===== config.mk =====
export PLATFORM = sky130hd
export DESIGN_NAME = fifo_push_arb
export DESIGN_NICKNAME = d
export VERILOG_FILES = /design/src/rtl/fifo_push_arb.sv
export SDC_FILE = /design/constraint.sdc
export NUM_CORES = 1
export LEC_CHECK = 0
export BUFFER_PORTS_ARGS = -buffer_cell sky130_fd_sc_hd__buf_2
export CAP_MARGIN = 25
export CELL_PAD_IN_SITES_DETAIL_PLACEMENT = 0
export CELL_PAD_IN_SITES_GLOBAL_PLACEMENT = 2
export CORE_ASPECT_RATIO = 0.9
export CORE_UTILIZATION = 23
export CTS_CLUSTER_DIAMETER = 120
export CTS_CLUSTER_SIZE = 12
export DETAILED_ROUTE_END_ITERATION = 10
export PLACE_DENSITY = 0.87
export SLEW_MARGIN = 30
export SYNTH_ARGS = -nofsm -noshare
export SYNTH_HDL_FRONTEND = slang
export SYNTH_SLANG_ARGS = --single-unit

===== constraint.sdc =====
create_clock -name i_clk -period 2.9 [get_ports i_clk]
set_input_delay 0.435 -clock i_clk [delete_from_list [all_inputs] [get_ports i_clk]]
set_output_delay 0.435 -clock i_clk [all_outputs]
set_load 0.005 [all_outputs]

===== src/rtl/fifo_push_arb.sv =====
// -----------------------------------------------------------------------------
// fifo_push_arb
//   Round-robin arbiter that lets NREQ producers share a single fifo push port.
//   A winner owns the port for a burst of up to BURST_MAX accepted beats.
//   Ownership ends early when the owner drops its request. Full-fifo cycles
//   stall the burst without losing ownership.
//
// Parameters
//   NREQ       number of producers (2..8)
//   DATA_WIDTH producer / fifo data width
//   BURST_MAX  maximum accepted beats per grant (1..15)
//
// Ports
//   i_clk            clock, all state changes on the rising edge
//   i_rst_n          synchronous active-low reset
//   i_req[NREQ]      level push request per producer
//   i_req_data       producer data, slice i belongs to i_req[i]
//   o_ack[NREQ]      one-hot pulse, beat of the owner accepted this cycle
//   o_gnt[NREQ]      one-hot current owner, zero while idle
//   i_fifo_full      downstream fifo full flag
//   o_fifo_push      push strobe to the fifo
//   o_fifo_data_in   data to the fifo (owner's slice during a burst, else 0)
//   i_stat_sel       producer index for statistics readout
//   o_stat_cnt       accepted-beat count of producer i_stat_sel
//   o_dbg_state      FSM state (0 = IDLE, 1 = BURST)
//
// Handshake: a beat transfers in a cycle where the owner holds i_req high and
// i_fifo_full is low; o_fifo_push and o_ack[owner] assert in that same cycle.
//
// Build option
//   FIFO_PUSH_ARB_STATS_EN  when defined, builds saturating 8-bit per-producer
//                           accepted-beat counters readable via i_stat_sel.
//                           When undefined, o_stat_cnt is tied to zero.
// -----------------------------------------------------------------------------
module fifo_push_arb #(
  parameter int NREQ       = 4,
  parameter int DATA_WIDTH = 8,
  parameter int BURST_MAX  = 4
) (
  input  logic                       i_clk,
  input  logic                       i_rst_n,
  input  logic [NREQ-1:0]            i_req,
  input  logic [NREQ*DATA_WIDTH-1:0] i_req_data,
  output logic [NREQ-1:0]            o_ack,
  output logic [NREQ-1:0]            o_gnt,
  input  logic                       i_fifo_full,
  output logic                       o_fifo_push,
  output logic [DATA_WIDTH-1:0]      o_fifo_data_in,
  input  logic [2:0]                 i_stat_sel,
  output logic [7:0]                 o_stat_cnt,
  output logic                       o_dbg_state
);

  localparam int IW = (NREQ > 1) ? $clog2(NREQ) : 1;
  localparam int SW = IW + 1;

  typedef enum logic {
    ST_IDLE  = 1'b0,
    ST_BURST = 1'b1
  } state_t;

  state_t          r_state;
  logic [IW-1:0]   r_owner;
  logic [IW-1:0]   r_rr_ptr;
  logic [3:0]      r_beat_cnt;

  logic            w_any_req;
  logic [IW-1:0]   w_pick;
  logic            w_found;
  logic            w_owner_req;
  logic            w_in_burst;
  logic            w_push;
  logic            w_last_beat;
  logic [IW-1:0]   w_next_rr;
  logic [NREQ-1:0] w_owner_oh;

  // Round-robin pick: first set request starting at r_rr_ptr, wrapping at NREQ.
  // The sum is one bit wider so the wrap also works for non power-of-two NREQ.
  always_comb begin
    logic [SW-1:0] sum;
    logic [IW-1:0] cand;
    w_pick  = r_rr_ptr;
    w_found = 1'b0;
    sum     = '0;
    cand    = '0;
    for (int i = 0; i < NREQ; i++) begin
      sum = {1'b0, r_rr_ptr} + SW'(i);
      if (sum >= SW'(NREQ)) begin
        sum = sum - SW'(NREQ);
      end
      cand = sum[IW-1:0];
      if (!w_found && i_req[cand]) begin
        w_found = 1'b1;
        w_pick  = cand;
      end
    end
  end

  assign w_any_req   = |i_req;
  assign w_owner_req = i_req[r_owner];
  // Outputs are forced low during a reset cycle so an aborted burst never pushes.
  assign w_in_burst  = i_rst_n && (r_state == ST_BURST);
  assign w_push      = w_in_burst && w_owner_req && !i_fifo_full;
  assign w_last_beat = (r_beat_cnt == 4'(BURST_MAX - 1));
  assign w_next_rr   = (r_owner == IW'(NREQ - 1)) ? '0 : r_owner + IW'(1);
  assign w_owner_oh  = NREQ'(1) << r_owner;

  assign o_fifo_push    = w_push;
  assign o_ack          = w_push ? w_owner_oh : '0;
  assign o_gnt          = w_in_burst ? w_owner_oh : '0;
  assign o_fifo_data_in = w_in_burst ? i_req_data[r_owner*DATA_WIDTH +: DATA_WIDTH] : '0;
  assign o_dbg_state    = (r_state == ST_BURST);

  always_ff @(posedge i_clk) begin
    if (!i_rst_n) begin
      r_state    <= ST_IDLE;
      r_owner    <= '0;
      r_rr_ptr   <= '0;
      r_beat_cnt <= '0;
    end else begin
      case (r_state)
        ST_IDLE: begin
          if (w_any_req && !i_fifo_full) begin
            r_owner    <= w_pick;
            r_beat_cnt <= '0;
            r_state    <= ST_BURST;
          end
        end
        ST_BURST: begin
          // Exit either on the final allowed beat or when the owner lets go;
          // a stall (fifo full) holds everything unless the owner releases.
          if (!w_owner_req || (w_push && w_last_beat)) begin
            r_state    <= ST_IDLE;
            r_rr_ptr   <= w_next_rr;
            r_beat_cnt <= '0;
          end else if (w_push) begin
            r_beat_cnt <= r_beat_cnt + 4'd1;
          end
        end
        default: begin
          r_state <= ST_IDLE;
        end
      endcase
    end
  end

`ifdef FIFO_PUSH_ARB_STATS_EN
  logic [7:0] r_stat [NREQ];
  logic [7:0] w_stat_rd;

  always_ff @(posedge i_clk) begin
    if (!i_rst_n) begin
      for (int i = 0; i < NREQ; i++) begin
        r_stat[i] <= '0;
      end
    end else if (w_push && (r_stat[r_owner] != 8'hFF)) begin
      r_stat[r_owner] <= r_stat[r_owner] + 8'd1;
    end
  end

  // Out-of-range selects fall through the loop and read zero.
  always_comb begin
    w_stat_rd = '0;
    for (int i = 0; i < NREQ; i++) begin
      if (i_stat_sel == 3'(i)) begin
        w_stat_rd = r_stat[i];
      end
    end
  end

  assign o_stat_cnt = i_rst_n ? w_stat_rd : '0;
`else
  logic w_unused_stat_sel;
  assign w_unused_stat_sel = ^i_stat_sel;
  assign o_stat_cnt        = '0;
`endif

endmodule


==> impl_metrics.env, run 1 <==
export IMPL_start_kind="register"
export IMPL_cp_arrival_ns=1.84
export IMPL_synthCells=103
export IMPL_synth_avg_cell_area_um2=9.354
export IMPL_post_cts_buffers=0
export IMPL_synth_top_cells_by_area="mux4_2, dfxtp_1, nor2b_1, ha_1, buf_4"
export IMPL_rsz0062_at_grt="false"
export IMPL_place_ws_ns=0.8058
export IMPL_drtIter0Drc=43
export IMPL_grt_max_degree=14
export IMPL_p_leak_nw=0.6115
export IMPL_place_congestion=0.7348
export IMPL_dp_hpwl_um=2079
export IMPL_clockBufferDepth=2
export IMPL_ant_nets=0
export IMPL_insertion_delay_ns=0.23
export IMPL_final_setup_worst_slack_ns=0.6243
export IMPL_tightest_slew_ns=0.6555
export IMPL_gr_usage_all_layers_pct=11.26
export IMPL_ys_seq_area_share_pct=18.70
export IMPL_max_freq_mhz=439.4
export IMPL_vias=960
export IMPL_finalCritPeriodShare_pct=78.47
export IMPL_rows=21
export IMPL_cts_tree="built"
export IMPL_clkSlewWorstSetupHoldPaths_ns=0.05
export IMPL_tns_ns=0
export IMPL_drv_cap=0
export IMPL_hold_class="reg2reg"
export IMPL_layout_drive_gt1_share_pct=46.88
export IMPL_ctsResizeCount=0
export IMPL_skew_ns=0.0009343
export IMPL_routedWlPerCell_um=12.10
export IMPL_fin_util_pct=33.92
export IMPL_powerDensity_nw_per_um2=319.7
export IMPL_final_hold_viol_count=0
export IMPL_port_buffers=56
export IMPL_r2r_cells=5
export IMPL_dieArea_um2=4452
export IMPL_setup_viol=0
export IMPL_die_x_um=70.22
export IMPL_wl_um=2493
export IMPL_status="finished clean"
export IMPL_syn_area_um2=963.4
export IMPL_async_flop_share_pct=0
export IMPL_fin_cells=206
export IMPL_synthToLayoutAreaGrowth_pct=35.97
export IMPL_start_util_pct=24.94
export IMPL_synth_seq_cells=9
export IMPL_crit_fanout=13
export IMPL_cp_required_ns=2.47
export IMPL_cts_root_buf="clkbuf_8"
export IMPL_post_synth_top_area_cell="mux4_2"
export IMPL_synth_ff_type="dfxtp_1"
export IMPL_synth_top_area_share_pct=21.04
export IMPL_diodes=0
export IMPL_cts_sinks=9
export IMPL_min_delay_path_depth=2
export IMPL_grt_antenna_before_repair=0
export IMPL_io_pins=68
export IMPL_drc=0
export IMPL_cp_end_kind="primary output"
export IMPL_period_needed_ns=2.276
export IMPL_numCtsBuffers=3
export IMPL_first_global_vias=907
export IMPL_nNetsFinal=208
export IMPL_dp_cells=202
export IMPL_irDropWorstVdd_mv=0.1128
export IMPL_grt_pass1_wl_um=4112
export IMPL_critPathKind="reg2out"
export IMPL_synthDistinctLibCells=38
export IMPL_yosysWarnings=0
export IMPL_vias_per_cell=4.660
export IMPL_finalMaxSlewViolations=0
export IMPL_cts_hold_fix_buffers=0
export IMPL_fill_cells=401
export IMPL_die_height_um=63.40
export IMPL_synth_edf_count=0
export IMPL_globalRouteOverflowTotal=0
export IMPL_h_tree_depth=1
export IMPL_core_area_um2=3862
export IMPL_maxSlewHeadroom_pct=55.90
export IMPL_firstDrtPassIters=3
==> cell families (layout without fill, tap and decap cells) <==
| logic type | count (synthesis) | in the layout | share of synthesized area [%] |
|---|---|---|---|
| compound gates | 19 | 19 | 15.19 |
| fa+ha+maj | 5 | 5 | 6.494 |
| buf+inv | 17 | 67 | 10.00 |
| flops | 9 | 9 | 18.70 |
| mux | 11 | 11 | 23.12 |
| other cells | 1 | 8 | 0.3892 |
| simple gates | 41 | 41 | 26.10 |
==> per-stage QoR <==
stage | total power [mW] | area [um^2] | hold WS (ns)
finish | 0.4188 | 1310 | 0.4930
global placement | 0.2701 | 1265 | 0.4738
CTS | 0.4204 | 1310 | 0.4940
floorplan | 0.2293 | 989.7 | 0.4605
detailed placement | 0.2744 | 1265 | 0.4861
global route | 0.4397 | 1310 | 0.5128
==> per-layer routing <==
layer  track usage (%)  wire length [um]  part of all wire, %  up-vias
li1                  -                 -                    -      486
met1             14.69              1175                   47      448
met2             18.69              1240                   50       23
met3             1.440                55                  2.2        3
met4             4.500                22                 0.88        0
met5                 0                 0                    0        -
==> flip-flops by register name (all words and copies together) (netlist names) <==
name,cells
r_owner,2
r_beat_cnt,4
o_dbg_state,1
r_rr_ptr,2
==> placed cells by master, fill, tap and decap left out, drive strengths merged <==
master | netlist | final
nand3 | 3 | 3
o31ai | 2 | 2
o21a | 1 | 1
mux2i | 2 | 2
o21bai | 1 | 1
o221ai | 1 | 1
conb | 1 | 8
nor2b | 12 | 12
o21ba | 1 | 1
o311ai | 1 | 1
a21boi | 3 | 3
or4b | 1 | 1
clkbuf | 2 | 4
a21oi | 4 | 4
or4 | 2 | 2
nand3b | 1 | 1
dfxtp | 9 | 9
a221oi | 1 | 1
inv | 5 | 5
a211oi | 1 | 1
nand2b | 3 | 3
and3 | 5 | 5
nand2 | 3 | 3
nor4 | 1 | 1
mux4 | 9 | 9
nor2 | 2 | 2
ha | 5 | 5
o311a | 2 | 2
and2 | 4 | 4
nor3 | 2 | 2
buf | 10 | 58
o21ai | 1 | 1
nor3b | 2 | 2
==> worst max-delay path: stages (launching register included) <==
cell     delay (ns)
dfxtp_1        0.53
nand2_1        0.29
nor3b_1        0.49
and2_1         0.19
buf_2          0.11
==> Yosys cell counts, types with 2 or more instances <==
cell type / count
o31ai_1: 2
buf_2: 2
a21boi_0: 2
nor2_1: 2
buf_4: 8
dfxtp_1: 9
mux4_2: 9
and3_1: 5
a21oi_1: 3
nor2b_1: 12
nor3b_1: 2
clkbuf_1: 2
and2_1: 4
ha_1: 5
inv_1: 5
nand2_1: 3
nand2b_1: 3
nand3_1: 3
mux2i_1: 2
nor3_1: 2
==> worst paths after layout <==
check                start       endpoint  slack [ns]
min reg2reg  r_beat_cnt[1]  r_beat_cnt[1]        0.49
min          r_beat_cnt[1]  r_beat_cnt[1]        0.49
max            o_dbg_state       o_ack[1]        0.62
max reg2reg  r_beat_cnt[0]  r_beat_cnt[0]        0.91
==> layout make-up <==
class | count | area (um^2) | area share, %
repair buffers | 58 | 295.3 | 22.54
multi-input cells | 84 | 713.2 | 54.44
inverters | 5 | 18.77 | 1.433
clock buffers | 4 | 45.04 | 3.438
flip-flops and latches | 9 | 180.2 | 13.75
well taps | 46 | 57.56 | 4.393
==> power by group <==
part           leakage, nW  internal (mW)  switching, mW
clock               0.0228         0.0959         0.0510
combinational        0.515         0.0727         0.0593
sequential          0.0734          0.131        0.00886
total                0.611          0.300          0.119
Power figures use the tool's default switching activity.
==> inputs of run 2 (changes only) <==
--- a/config.mk
+++ b/config.mk
@@ -10,11 +10,11 @@
 export CELL_PAD_IN_SITES_DETAIL_PLACEMENT = 0
 export CELL_PAD_IN_SITES_GLOBAL_PLACEMENT = 2
 export CORE_ASPECT_RATIO = 0.9
-export CORE_UTILIZATION = 23
+export CORE_UTILIZATION = 21
 export CTS_CLUSTER_DIAMETER = 120
 export CTS_CLUSTER_SIZE = 12
 export DETAILED_ROUTE_END_ITERATION = 10
-export PLACE_DENSITY = 0.87
+export PLACE_DENSITY = 0.81
 export SLEW_MARGIN = 30
 export SYNTH_ARGS = -nofsm -noshare
 export SYNTH_HDL_FRONTEND = slang
==> constraint.sdc (replaced) <==
create_clock -name i_clk -period 2.3 [get_ports i_clk]
set_input_delay 0.345 -clock i_clk [delete_from_list [all_inputs] [get_ports i_clk]]
set_output_delay 0.345 -clock i_clk [all_outputs]
set_load 0.005 [all_outputs]
==> impl_metrics.env, run 2 (same netlist as run 1, synthesis figures left out) <==
export IMPL_nNetsFinal=210
export IMPL_core_area_um2=4239
export IMPL_drtIter0Drc=27
export IMPL_irDropWorstVdd_mv=0.1087
export IMPL_cts_root_buf="clkbuf_8"
export IMPL_io_pins=68
export IMPL_largest_reg_flops=4
export IMPL_layout_commonest_cell="buf_2"
export IMPL_h_tree_depth=1
export IMPL_skew_ns=0.0001910
export IMPL_grt_max_degree=14
export IMPL_finalMaxSlewViolations=0
export IMPL_status="finished clean"
export IMPL_synthToLayoutAreaGrowth_pct=39.35
export IMPL_vias=990
export IMPL_drc=0
export IMPL_cts_sinks=9
export IMPL_gr_usage_all_layers_pct=11.96
export IMPL_regMostFlops="r_beat_cnt"
export IMPL_tightest_slew_ns=0.5703
export IMPL_routedWlPerCell_um=12.30
export IMPL_cts_hold_fix_buffers=0
export IMPL_wl_met3_um=97
export IMPL_firstDrtPassIters=5
export IMPL_crit_fanout=5
export IMPL_grt_pass1_wl_um=4505
export IMPL_dp_hpwl_um=2273
export IMPL_dp_cells=218
export IMPL_diodes=0
export IMPL_ctsResizeCount=0
export IMPL_vias_per_cell=4.459
export IMPL_finalInstanceArea_um2=1343
export IMPL_layout_drive_gt1_share_pct=47.53
export IMPL_postPlaceCellArea_um2=1297
export IMPL_wl_um=2730
export IMPL_p_leak_nw=0.6211
export IMPL_cp_required_ns=1.96
export IMPL_finalCritPeriodShare_pct=86.57
export IMPL_wl_met2_um=1359
export IMPL_ant_nets=0
export IMPL_setup_viol=0
export IMPL_port_buffers=56
export IMPL_place_congestion=0.8563
export IMPL_first_global_vias=971
export IMPL_period_needed_ns=1.991
export IMPL_clockBufferDepth=2
export IMPL_rows=22
export IMPL_max_freq_mhz=502.2
export IMPL_maxSlewHeadroom_pct=61.49
export IMPL_cts_tree="built"
export IMPL_fill_cells=464
export IMPL_globalRouteOverflowTotal=0
export IMPL_final_hold_viol_count=0
export IMPL_routed_top_layer="met4"
export IMPL_post_cts_buffers=0
export IMPL_fin_cells=222
export IMPL_powerDensity_nw_per_um2=395.0
export IMPL_layout_common_cells="buf_2, nor2b_1, mux4_2, dfxtp_1, conb_1"
export IMPL_drv_cap=0
export IMPL_critPathKind="reg2out"
export IMPL_start_kind="register"
export IMPL_numCtsBuffers=3
export IMPL_cp_arrival_ns=1.65
export IMPL_insertion_delay_ns=0.23
export IMPL_wl_met1_um=1253
export IMPL_rsz0062_at_grt="false"
export IMPL_tns_ns=0
export IMPL_cp_end_kind="primary output"
export IMPL_grt_antenna_before_repair=0
export IMPL_hold_class="in2reg"
export IMPL_start_util_pct=22.73
export IMPL_clkSlewWorstSetupHoldPaths_ns=0.04
export IMPL_reg_top3="r_beat_cnt: 4 flops, r_owner: 2 flops, r_rr_ptr: 2 flops"
export IMPL_die_height_um=66.26
export IMPL_dieArea_um2=4863
export IMPL_die_x_um=73.40
==> run 2: changes by cell type in the layout (fill, tap and decap cells not counted), sizes merged <==
cell / previous run / this run
buf: 58 / 60
==> run 2: layout make-up <==
cell class	count	area, um^2	area share, %
Clock buffer	4	45.04	3.355
Inverter	5	18.77	1.398
Multi-Input combinational cell	84	713.2	53.12
Sequential cell	9	180.2	13.42
Tap cell	60	75.07	5.592
Timing Repair Buffer	60	310.3	23.11
==> run 2: worst paths after layout <==
check	slack [ns]	cells after the start	to	startpoint
min	0.44	2	r_owner[1]	i_rst_n
max reg2reg	0.37	5	r_beat_cnt[0]	r_beat_cnt[0]
min reg2reg	0.50	2	r_beat_cnt[2]	r_beat_cnt[2]
max	0.31	4	o_ack[2]	r_owner[0]
==> run 2: where the power goes <==
part | internal, mW | switching, mW | total (mW)
combinational | 0.0935 | 0.0759 | 0.169
sequential | 0.165 | 0.0108 | 0.176
clock | 0.121 | 0.0641 | 0.185
total | 0.380 | 0.151 | 0.530
==> run 2: worst max-delay path, cell delays in order, from the launching register on <==
cell and delay (ns):
dfxtp_1 0.32, mux4_2 0.39, nor3b_1 0.41, and2_1 0.19
buf_2 0.11
==> run 2: per-layer routing <==
metal | vias up | track usage, %
li1 | 490 | -
met2 | 23 | 20.83
met3 | 3 | 1.220
met1 | 474 | 15.19
met4 | 0 | 4.327
met5 | - | 0
==> run 2: metrics by stage <==
stage / setup WS (ns) / utilization, % / hold WS, ns / power [mW]
6_report: 0.3088 / 31.67 / 0.4360 / 0.5304
5_1_grt: 0.1760 / 31.67 / 0.4545 / 0.5641
4_1_cts: 0.2688 / 31.67 / 0.4343 / 0.5357
3_5_place_dp: 0.3753 / 30.61 / 0.4931 / 0.3486
3_3_place_gp: 0.4038 / 30.61 / 0.4704 / 0.3429
2_1_floorplan: 0.4788 / - / 0.4605 / 0.2891
==> inputs of run 3 (changes only) <==
--- a/config.mk
+++ b/config.mk
@@ -9,7 +9,6 @@
 export CAP_MARGIN = 25
 export CELL_PAD_IN_SITES_DETAIL_PLACEMENT = 0
 export CELL_PAD_IN_SITES_GLOBAL_PLACEMENT = 2
-export CORE_ASPECT_RATIO = 0.9
 export CORE_UTILIZATION = 21
 export CTS_CLUSTER_DIAMETER = 120
 export CTS_CLUSTER_SIZE = 12
==> impl_metrics.env, run 3 (same netlist as run 1, synthesis figures left out) <==
export IMPL_grt_antenna_before_repair=0
export IMPL_reg_top3="r_beat_cnt: 4 flops, r_owner: 2 flops, r_rr_ptr: 2 flops"
export IMPL_cts_root_buf="clkbuf_8"
export IMPL_drtIter0Drc=16
export IMPL_hold_class="in2reg"
export IMPL_final_hold_viol_count=0
export IMPL_dp_hpwl_um=2279
export IMPL_diodes=0
export IMPL_first_global_vias=1010
export IMPL_h_tree_depth=1
export IMPL_cp_end_kind="primary output"
export IMPL_dieArea_um2=4862
export IMPL_largest_reg_flops=4
export IMPL_grt_max_degree=14
export IMPL_tightest_slew_ns=0.5657
export IMPL_wl_um=2700
export IMPL_postPlaceCellArea_um2=1287
export IMPL_finalCritPeriodShare_pct=87.65
export IMPL_die_height_um=69.73
export IMPL_critPathBufInv=1
export IMPL_p_sw_share_pct=28.46
export IMPL_fin_util_pct=30.39
export IMPL_maxSlewHeadroom_pct=61.81
export IMPL_cp_arrival_ns=1.67
export IMPL_gr_usage_all_layers_pct=11.03
export IMPL_powerDensity_nw_per_um2=398.2
export IMPL_layout_drive_gt1_share_pct=47.53
export IMPL_rsz0062_at_grt="false"
export IMPL_globalRouteOverflowTotal=0
export IMPL_critPathTopFamily="simple AND/OR/NAND/NOR gates"
export IMPL_holdWs_ns=0.4343
export IMPL_p_clk_share_pct=35.0
export IMPL_cp_required_ns=1.96
export IMPL_vias_per_cell=4.668
export IMPL_cp_slowest_cell="nor3b_1"
export IMPL_dp_cells=210
export IMPL_tns_ns=0
export IMPL_p_sw_mw=0.1510
export IMPL_ctsResizeCount=0
export IMPL_layout_commonest_cell="buf_2"
export IMPL_regMostFlops="r_beat_cnt"
export IMPL_die_x_um=69.73
export IMPL_p_total_mw=0.5307
export IMPL_ant_nets=0
export IMPL_place_congestion=0.7574
export IMPL_crit_chain="mux4_2 -> nor3b_1 -> and2_1 -> buf_2"
export IMPL_port_buffers=56
export IMPL_drc=0
export IMPL_clkSlewWorstSetupHoldPaths_ns=0.04
export IMPL_place_ws_ns=0.3614
export IMPL_critPathKind="reg2out"
export IMPL_intPower_mw=0.3796
export IMPL_cts_hold_fix_buffers=0
export IMPL_irDropWorstVdd_mv=0.1137
export IMPL_start_kind="register"
export IMPL_io_pins=68
export IMPL_p_leak_nw=0.6211
export IMPL_synthToLayoutAreaGrowth_pct=38.31
export IMPL_routedWlPerCell_um=12.62
export IMPL_finalMaxSlewViolations=0
export IMPL_skew_ns=0.001083
export IMPL_status="finished clean"
export IMPL_numCtsBuffers=3
export IMPL_pwr_share_comb_pct=32.0
export IMPL_firstDrtPassIters=4
export IMPL_nNetsFinal=210
export IMPL_period_needed_ns=2.016
export IMPL_crit_fanout=5
export IMPL_cts_tree="built"
export IMPL_core_area_um2=4384
export IMPL_fin_cells=214
export IMPL_layout_common_cells="buf_2, nor2b_1, mux4_2, dfxtp_1, conb_1"
export IMPL_grt_pass1_wl_um=4360
export IMPL_final_setup_worst_slack_ns=0.2841
export IMPL_vias=999
export IMPL_max_freq_mhz=496.1
export IMPL_post_cts_buffers=0
export IMPL_rows=24
export IMPL_cts_sinks=9
export IMPL_start_util_pct=21.97
export IMPL_setup_viol=0
export IMPL_drv_cap=0
export IMPL_clockBufferDepth=2
export IMPL_p_seq_share_pct=33.0
export IMPL_max_stage_delay_ns=0.41
export IMPL_insertion_delay_ns=0.23
export IMPL_finalInstanceArea_um2=1333
-- run 3: cell counts in the layout (fill, tap and decap cells not counted) --
Identical to the previous run, type by type.
-- run 3: worst reg2reg max path: cells and delay by family, from the launching register on --
| family | cells | cell delay [ns] |
|---|---|---|
| AOI/OAI and AO/OA | 1 | 0.30 |
| adders and majority gates | 1 | 0.18 |
| and+or+nand+nor | 3 | 0.96 |
| DFF | 1 | 0.36 |
-- run 3: power by group through the flow --
stage	Clock (mW)	Combinational [mW]	Sequential, mW
6_report	0.186	0.170	0.175
4_1_cts	0.191	0.174	0.175
5_1_grt	0.198	0.191	0.177
3_3_place_gp	0	0.170	0.178
3_5_place_dp	0	0.173	0.178
2_1_floorplan	0	0.114	0.175
-- run 3: path summary, 6_finish.rpt --
kind	start	end	slack, ns	cells past startpoint
worst max-delay path	r_owner[0]	o_ack[0]	0.28	4
worst min-delay path	i_rst_n	r_owner[1]	0.43	2
worst max register to register	r_beat_cnt[0]	r_beat_cnt[0]	0.38	5
worst min register to register	r_beat_cnt[3]	r_beat_cnt[3]	0.49	2
-- run 3: metal layers --
metal	track usage, %	up-vias	wire (um)
li1	-	487	-
met1	10.47	447	978
met2	22.76	60	1422
met3	2.180	5	264
met4	4.000	0	35
met5	0	-	0
-- run 3: cell type report --
class | count | area [um^2]
Fill cell | 467 | 3052
Multi-Input combinational cell | 84 | 713.2
Timing Repair Buffer | 60 | 310.3
Sequential cell | 9 | 180.2
Tap cell | 52 | 65.06
Clock buffer | 4 | 45.04
Inverter | 5 | 18.77
